$ cat config.mk
export PLATFORM = sky130hd
export DESIGN_NAME = us_ranging_ctrl
export DESIGN_NICKNAME = d
export VERILOG_FILES = /design/src/rtl/us_ranging_ctrl.sv
export SDC_FILE = /design/constraint.sdc
export NUM_CORES = 1
export LEC_CHECK = 0
export CAP_MARGIN = 20
export CORE_AREA = 2 2 118 177
export CTS_BUF_LIST = sky130_fd_sc_hd__clkbuf_4 sky130_fd_sc_hd__clkbuf_8
export CTS_CLUSTER_DIAMETER = 40
export CTS_CLUSTER_SIZE = 8
export DETAILED_ROUTE_END_ITERATION = 7
export DIE_AREA = 0 0 120 179
export GPL_ROUTABILITY_DRIVEN = 0
export PLACE_DENSITY = 0.53
export SKIP_CTS_REPAIR_TIMING = 1
export SYNTH_ARGS = -nofsm -noshare
export SYNTH_HDL_FRONTEND = slang
export SYNTH_SLANG_ARGS = --single-unit
$ cat constraint.sdc
create_clock -name Clk -period 9.67 [get_ports Clk]
set_input_delay 2.4175 -clock Clk [delete_from_list [all_inputs] [get_ports Clk]]
set_output_delay 2.4175 -clock Clk [all_outputs]
set_load 0.02 [all_outputs]
$ cat src/rtl/us_ranging_ctrl.sv
// Ultrasonic ranging sequencer for an HC-SR04-style sensor.
// Generates the trigger pulse, times the echo in microsecond ticks, converts
// the echo width to distance in 0.01 mm units and repeats every PERIOD_US.
module us_ranging_ctrl #(
  parameter int CYC_PER_US   = 50,
  parameter int TRIG_US      = 10,
  parameter int RISE_WAIT_US = 2000,
  parameter int MAX_ECHO_US  = 30000,
  parameter int PERIOD_US    = 60000
) (
  input  logic        Clk,
  input  logic        Rst_n,
  input  logic        en,
  input  logic        echo,
  output logic        trig,
  output logic [18:0] data_o,
  output logic        data_vld,
  output logic        timeout_err,
  output logic        busy
);

  localparam int                TICK_W    = (CYC_PER_US > 1) ? $clog2(CYC_PER_US) : 1;
  localparam logic [TICK_W-1:0] TICK_LAST = TICK_W'(CYC_PER_US - 1);
  localparam logic [15:0]       TRIG_LAST = 16'(TRIG_US - 1);
  localparam logic [15:0]       RISE_LAST = 16'(RISE_WAIT_US - 1);
  localparam logic [15:0]       ECHO_MAX  = 16'(MAX_ECHO_US);
  localparam logic [15:0]       PER_LAST  = 16'(PERIOD_US - 1);
  localparam logic [18:0]       DIST_FAR  = 19'h7FFFF;

  typedef enum logic [2:0] {
    S_IDLE, S_TRIG, S_WAIT_RISE, S_MEASURE, S_CALC, S_DONE, S_HOLD
  } state_t;

  state_t              state, state_nxt;
  logic [TICK_W-1:0]   tick_cnt;
  logic                tick;
  logic                echo_meta_p0, echo_sync_p1, echo_prev_p2;
  logic                echo_rise, echo_fall;
  logic                trig_start, state_chg;
  logic [15:0]         tmr_us;
  logic [15:0]         echo_us;
  logic [15:0]         period_us;

  // Echo width (us) to distance: us * 1097 / 64, clamped to the 19-bit range.
  function automatic logic [18:0] sat_dist(input logic [15:0] us);
    logic [26:0] prod;
    prod = {11'd0, us} * 27'd1097;
    if (prod[26:25] != 2'b00) return DIST_FAR;
    return prod[24:6];
  endfunction

  assign tick       = (tick_cnt == TICK_LAST);
  assign echo_rise  = echo_sync_p1 & ~echo_prev_p2;
  assign echo_fall  = ~echo_sync_p1 & echo_prev_p2;
  assign trig_start = (state_nxt == S_TRIG) && (state != S_TRIG);
  assign state_chg  = (state_nxt != state);

  // Two-flop synchronizer for the asynchronous echo pin, plus a delayed copy for edge detection.
  always_ff @(posedge Clk or negedge Rst_n) begin
    if (!Rst_n) begin
      echo_meta_p0 <= 1'b0;
      echo_sync_p1 <= 1'b0;
      echo_prev_p2 <= 1'b0;
    end else begin
      echo_meta_p0 <= echo;
      echo_sync_p1 <= echo_meta_p0;
      echo_prev_p2 <= echo_sync_p1;
    end
  end

  // Free-running microsecond prescaler, realigned on trigger start so the pulse width is exact.
  always_ff @(posedge Clk or negedge Rst_n) begin
    if (!Rst_n)               tick_cnt <= '0;
    else if (trig_start || tick) tick_cnt <= '0;
    else                      tick_cnt <= tick_cnt + 1'b1;
  end

  // Per-state microsecond timer (trigger width, rise wait) and start-to-start period counter.
  always_ff @(posedge Clk or negedge Rst_n) begin
    if (!Rst_n) begin
      tmr_us    <= '0;
      period_us <= '0;
    end else begin
      if (state_chg)  tmr_us <= '0;
      else if (tick)  tmr_us <= tmr_us + 16'd1;
      if (trig_start)                        period_us <= '0;
      else if (tick && period_us != PER_LAST) period_us <= period_us + 16'd1;
    end
  end

  // Echo width counter; the rise cycle itself counts so the window covers the whole synced pulse.
  always_ff @(posedge Clk or negedge Rst_n) begin
    if (!Rst_n)
      echo_us <= '0;
    else if (state == S_WAIT_RISE && echo_rise)
      echo_us <= tick ? 16'd1 : 16'd0;
    else if (state == S_MEASURE && echo_sync_p1 && tick && echo_us != ECHO_MAX)
      echo_us <= echo_us + 16'd1;
  end

  // State register.
  always_ff @(posedge Clk or negedge Rst_n) begin
    if (!Rst_n) state <= S_IDLE;
    else        state <= state_nxt;
  end

  // Next-state logic; a detected edge takes priority over a coincident timeout.
  always_comb begin
    state_nxt = state;
    case (state)
      S_IDLE:      if (en) state_nxt = S_TRIG;
      S_TRIG:      if (tick && tmr_us == TRIG_LAST) state_nxt = S_WAIT_RISE;
      S_WAIT_RISE: begin
        if (echo_rise)                         state_nxt = S_MEASURE;
        else if (tick && tmr_us == RISE_LAST)  state_nxt = S_DONE;
      end
      S_MEASURE: begin
        if (echo_fall)                state_nxt = S_CALC;
        else if (echo_us == ECHO_MAX) state_nxt = S_DONE;
      end
      S_CALC:      state_nxt = S_DONE;
      S_DONE:      state_nxt = S_HOLD;
      S_HOLD: begin
        if (!en)                              state_nxt = S_IDLE;
        else if (tick && period_us == PER_LAST) state_nxt = S_TRIG;
      end
      default:     state_nxt = S_IDLE;
    endcase
  end

  // Registered outputs; the result lands on entry to DONE so data_o and data_vld align.
  always_ff @(posedge Clk or negedge Rst_n) begin
    if (!Rst_n) begin
      trig        <= 1'b0;
      busy        <= 1'b0;
      data_vld    <= 1'b0;
      data_o      <= DIST_FAR;
      timeout_err <= 1'b0;
    end else begin
      trig     <= (state_nxt == S_TRIG);
      busy     <= (state_nxt != S_IDLE);
      data_vld <= (state_nxt == S_DONE);
      if (state_nxt == S_DONE) begin
        if (state == S_CALC) begin
          data_o      <= sat_dist(echo_us);
          timeout_err <= 1'b0;
        end else begin
          data_o      <= DIST_FAR;
          timeout_err <= 1'b1;
        end
      end
    end
  end

endmodule

==> run_results.csv <==
group,metric,value,unit
sta,slew_violations,0,
die,fp.dieW,120,µm
layout,drive_gt1_share,6.951,%
yosys,synth-async-reset-ratio,100.0,%
worst_hold_path,hold_class,"reg2reg",
layout,nNetsFinal,728,
yosys,syn-cell-area,0.005916,mm²
clock_network,cts.sinks,83,
yosys,synth.area.top_cells,"dfrtp_1 (27%), ha_1 (16%), dfstp_2 (8.4%)",
clock_network,htree_levels,3,
detailed_routing,drt_iter0_markers,157,
detailed_routing,dr.pass1.iters,4,
yosys,syn_avg_cell_area,9.843,µm²
detailed_routing,viasPerCell,4.880,
worst_setup_path,criticalPathCategory,"reg2reg",
sta,fin_skew,6.722,ps
sta,max_slew_margin,31.56,%
detailed_routing,wl_per_cell,13.82,µm
worst_setup_path,worst_ep_arrival_time,5280,ps
detailed_routing,dr_total_vias,4377,
layout,multi_input_area,0.003620,mm²
sta,worstMarginPinSlew,1022,ps
sta,timing.final.crit_share,51.41,%
yosys,synth_ff_type,"dfrtp_1",
yosys,ys_seq_elements,83,
yosys,syn_nets,701,
yosys,synth_largest_area_cell,"dfrtp_1",
yosys,synth.most_common_cell,"nor2_1",
detailed_routing,drc_errors,0,
yosys,ys_types,53,
layout,n_fill_cell,2060,
clock_network,insertion_delay,380,ps
grt,grt_pass1_vias,4603,
clock_network,cts.path.max_buffers,2,
grt,antenna_found_initial,0,
run_status,status,"finished clean",
worst_setup_path,max_stage_delay,560,ps
sta,max_freq,201.2,MHz
clock_network,cts_buffers,9,
grt,use_met2,22.59,%
placed_design,pre_cts_ws,4425,ps
die,fp.coreArea,0.02010,mm²
sta,worst_slack,4699,ps
die,die_h,179,µm
die,row_count,64,
worst_setup_path,startpoint_type,"flip-flop",
clock_network,clk_pin_slew,90,ps
yosys,synth_warnings,0,
sta,rsz0062_at_grt,"no",
detailed_routing,drtAntennaViolNets,0,
grt,grt_pass1_wl,21230,µm
yosys,syn-instance-count,601,
grt,grt_overflow,0,
worst_setup_path,crit_path_frequent_cell,"ha_1",
pwr,p_leak,3.227,nW
layout,syn_to_final_growth,12.37,%
grt,busiest_layer,"met2",
die,dieArea,0.02148,mm²
sta,hold_viol,0,
grt,grtUsageMet1,14.30,%
layout,fin_cells,897,
worst_setup_path,path_cells,"ha_1 > fa_1 > fa_1 > ha_1 > ha_1 > a211o_1 > nor4_1 > o31a_1 > o21ai_0 > a41oi_1 > mux2i_1 > buf_4 > o22a_1",
clock_network,cts_tree,"yes",
worst_setup_path,slowest_stage,"dfrtp_1",
worst_setup_path,crit_fanout,15,
sta,min_period,4971,ps
sta,tns,0,ps
yosys,synthDominantCellAreaShare,27.07,%
worst_setup_path,endpoint_kind,"flip-flop",
run,cap_violations,0,
grt,groute.usage.overall,12.36,%
die,io_pins,27,
die,initial_utilization,29.43,%
layout,diodes,0,
grt,grt_max_degree,61,
yosys,ys_seq_area_share,35.51,%
placed_design,port_buffers,26,
detailed_routing,wirelength,12400,µm
pwr,power_density,105.7,mW/mm²
layout,register_area,0.002101,mm²
grt,use_met3,1.336,%
yosys,synth-edff-count,0,
sta,setup_viol,0,
pwr,ir_drop,0.04395,mV
clock_network,cts_root_buffer,"clkbuf_8",
worst_setup_path,required,9980,ps
yosys,synth_commonest_cells,"nor2_1 (81), ha_1 (78), dfrtp_1 (64)",
placed_design,hpwl,9314,µm
placed_design,dpl.cell_count,880,
[power by group]
group | internal [mW] | switching [mW] | total, mW
Sequential | 0.373 | 0.0274 | 0.400
Clock | 0.102 | 0.134 | 0.236
Combinational | 0.0310 | 0.0356 | 0.0666
Total | 0.506 | 0.197 | 0.703
[per-layer routing]
metal / vias to the layer above / share of wire (%)
met5: - / 0
met3: 22 / 1.7
met1: 2148 / 43
li1: 2156 / -
met2: 51 / 52
met4: 0 / 2.6
[registers in the layout, summed over array words and instances, names as in the netlist, 3 cells and up]
register,cells
data_o,19
state,3
echo_us,16
tmr_us,16
period_us,16
tick_cnt,6
[worst paths after layout]
check	from	end	slack, ps	depth (start not counted)
min	echo_meta_p0$_DFF_PN0_	echo_sync_p1$_DFF_PN0_	400	0
max	echo_us[7]$_DFFE_PN0P_	data_o[2]$_DFFE_PN1P_	4700	13
min reg2reg	echo_meta_p0$_DFF_PN0_	echo_sync_p1$_DFF_PN0_	400	0
min in group asynchronous	Rst_n	busy$_DFF_PN0_	1930	1
max in group asynchronous	Rst_n	echo_us[8]$_DFFE_PN0P_	6690	2
max reg2reg	echo_us[7]$_DFFE_PN0P_	data_o[2]$_DFFE_PN1P_	4700	13
[cell families (layout without fill, tap and decap cells)]
logic type,Yosys count,after routing,synth area share [%]
AOI/OAI and AO/OA,88,88,9.899
xor gates and xnor gates,60,60,8.883
adders and majority gates,97,97,22.76
buffers and inverters,51,83,3.342
DFF,83,83,35.51
muxes,5,5,0.8461
and+or+nand+nor,217,217,18.76
[final cells by class]
class                   instances  area share (%)
clock buffers                  12           2.202
clock inverters                 4          0.4141
inverters                      38           2.146
multi-input cells             467           54.45
flip-flops and latches         83           31.60
well taps                     264           4.969
repair buffers                 29           4.216
[worst max-delay path, delay by kind of cell, from the launching register on]
family	cells	cell delay (ps)
and+or+nand+nor	1	510
DFF	1	560
muxes	1	210
adders and majority gates	5	1960
AOI/OAI and AO/OA	5	1390
buffers and inverters	1	260
[layout by cell type, fill, tap and decap left out, types with 12 or more instances in the layout]
master	instances
nor2_1	81
ha_1	78
dfrtp_1	64
inv_1	38
nand2_1	33
xor2_1	31
xnor2_1	29
clkdlybuf4s50_1	25
a21oi_1	23
nand3_1	20
dfstp_2	19
o21ai_0	18
o22a_1	18
fa_1	18
nand4_1	13
nor3_1	12
[through the flow]
| stage | hold slack (ps) | area [µm²] | total power, mW | utilization (%) |
|---|---|---|---|---|
| after global placement | 394.5 | 6466 | 0.4667 | 32.17 |
| after CTS | 400.3 | 6640 | 0.7168 | 33.04 |
| after detailed placement | 364.8 | 6466 | 0.4744 | 32.17 |
| final | 399.9 | 6648 | 0.7027 | 33.07 |
| after floorplan | 331.2 | 5916 | 0.4479 | - |
| after global routing | 413.7 | 6648 | 0.7478 | 33.07 |
Power figures use the tool's default switching activity.
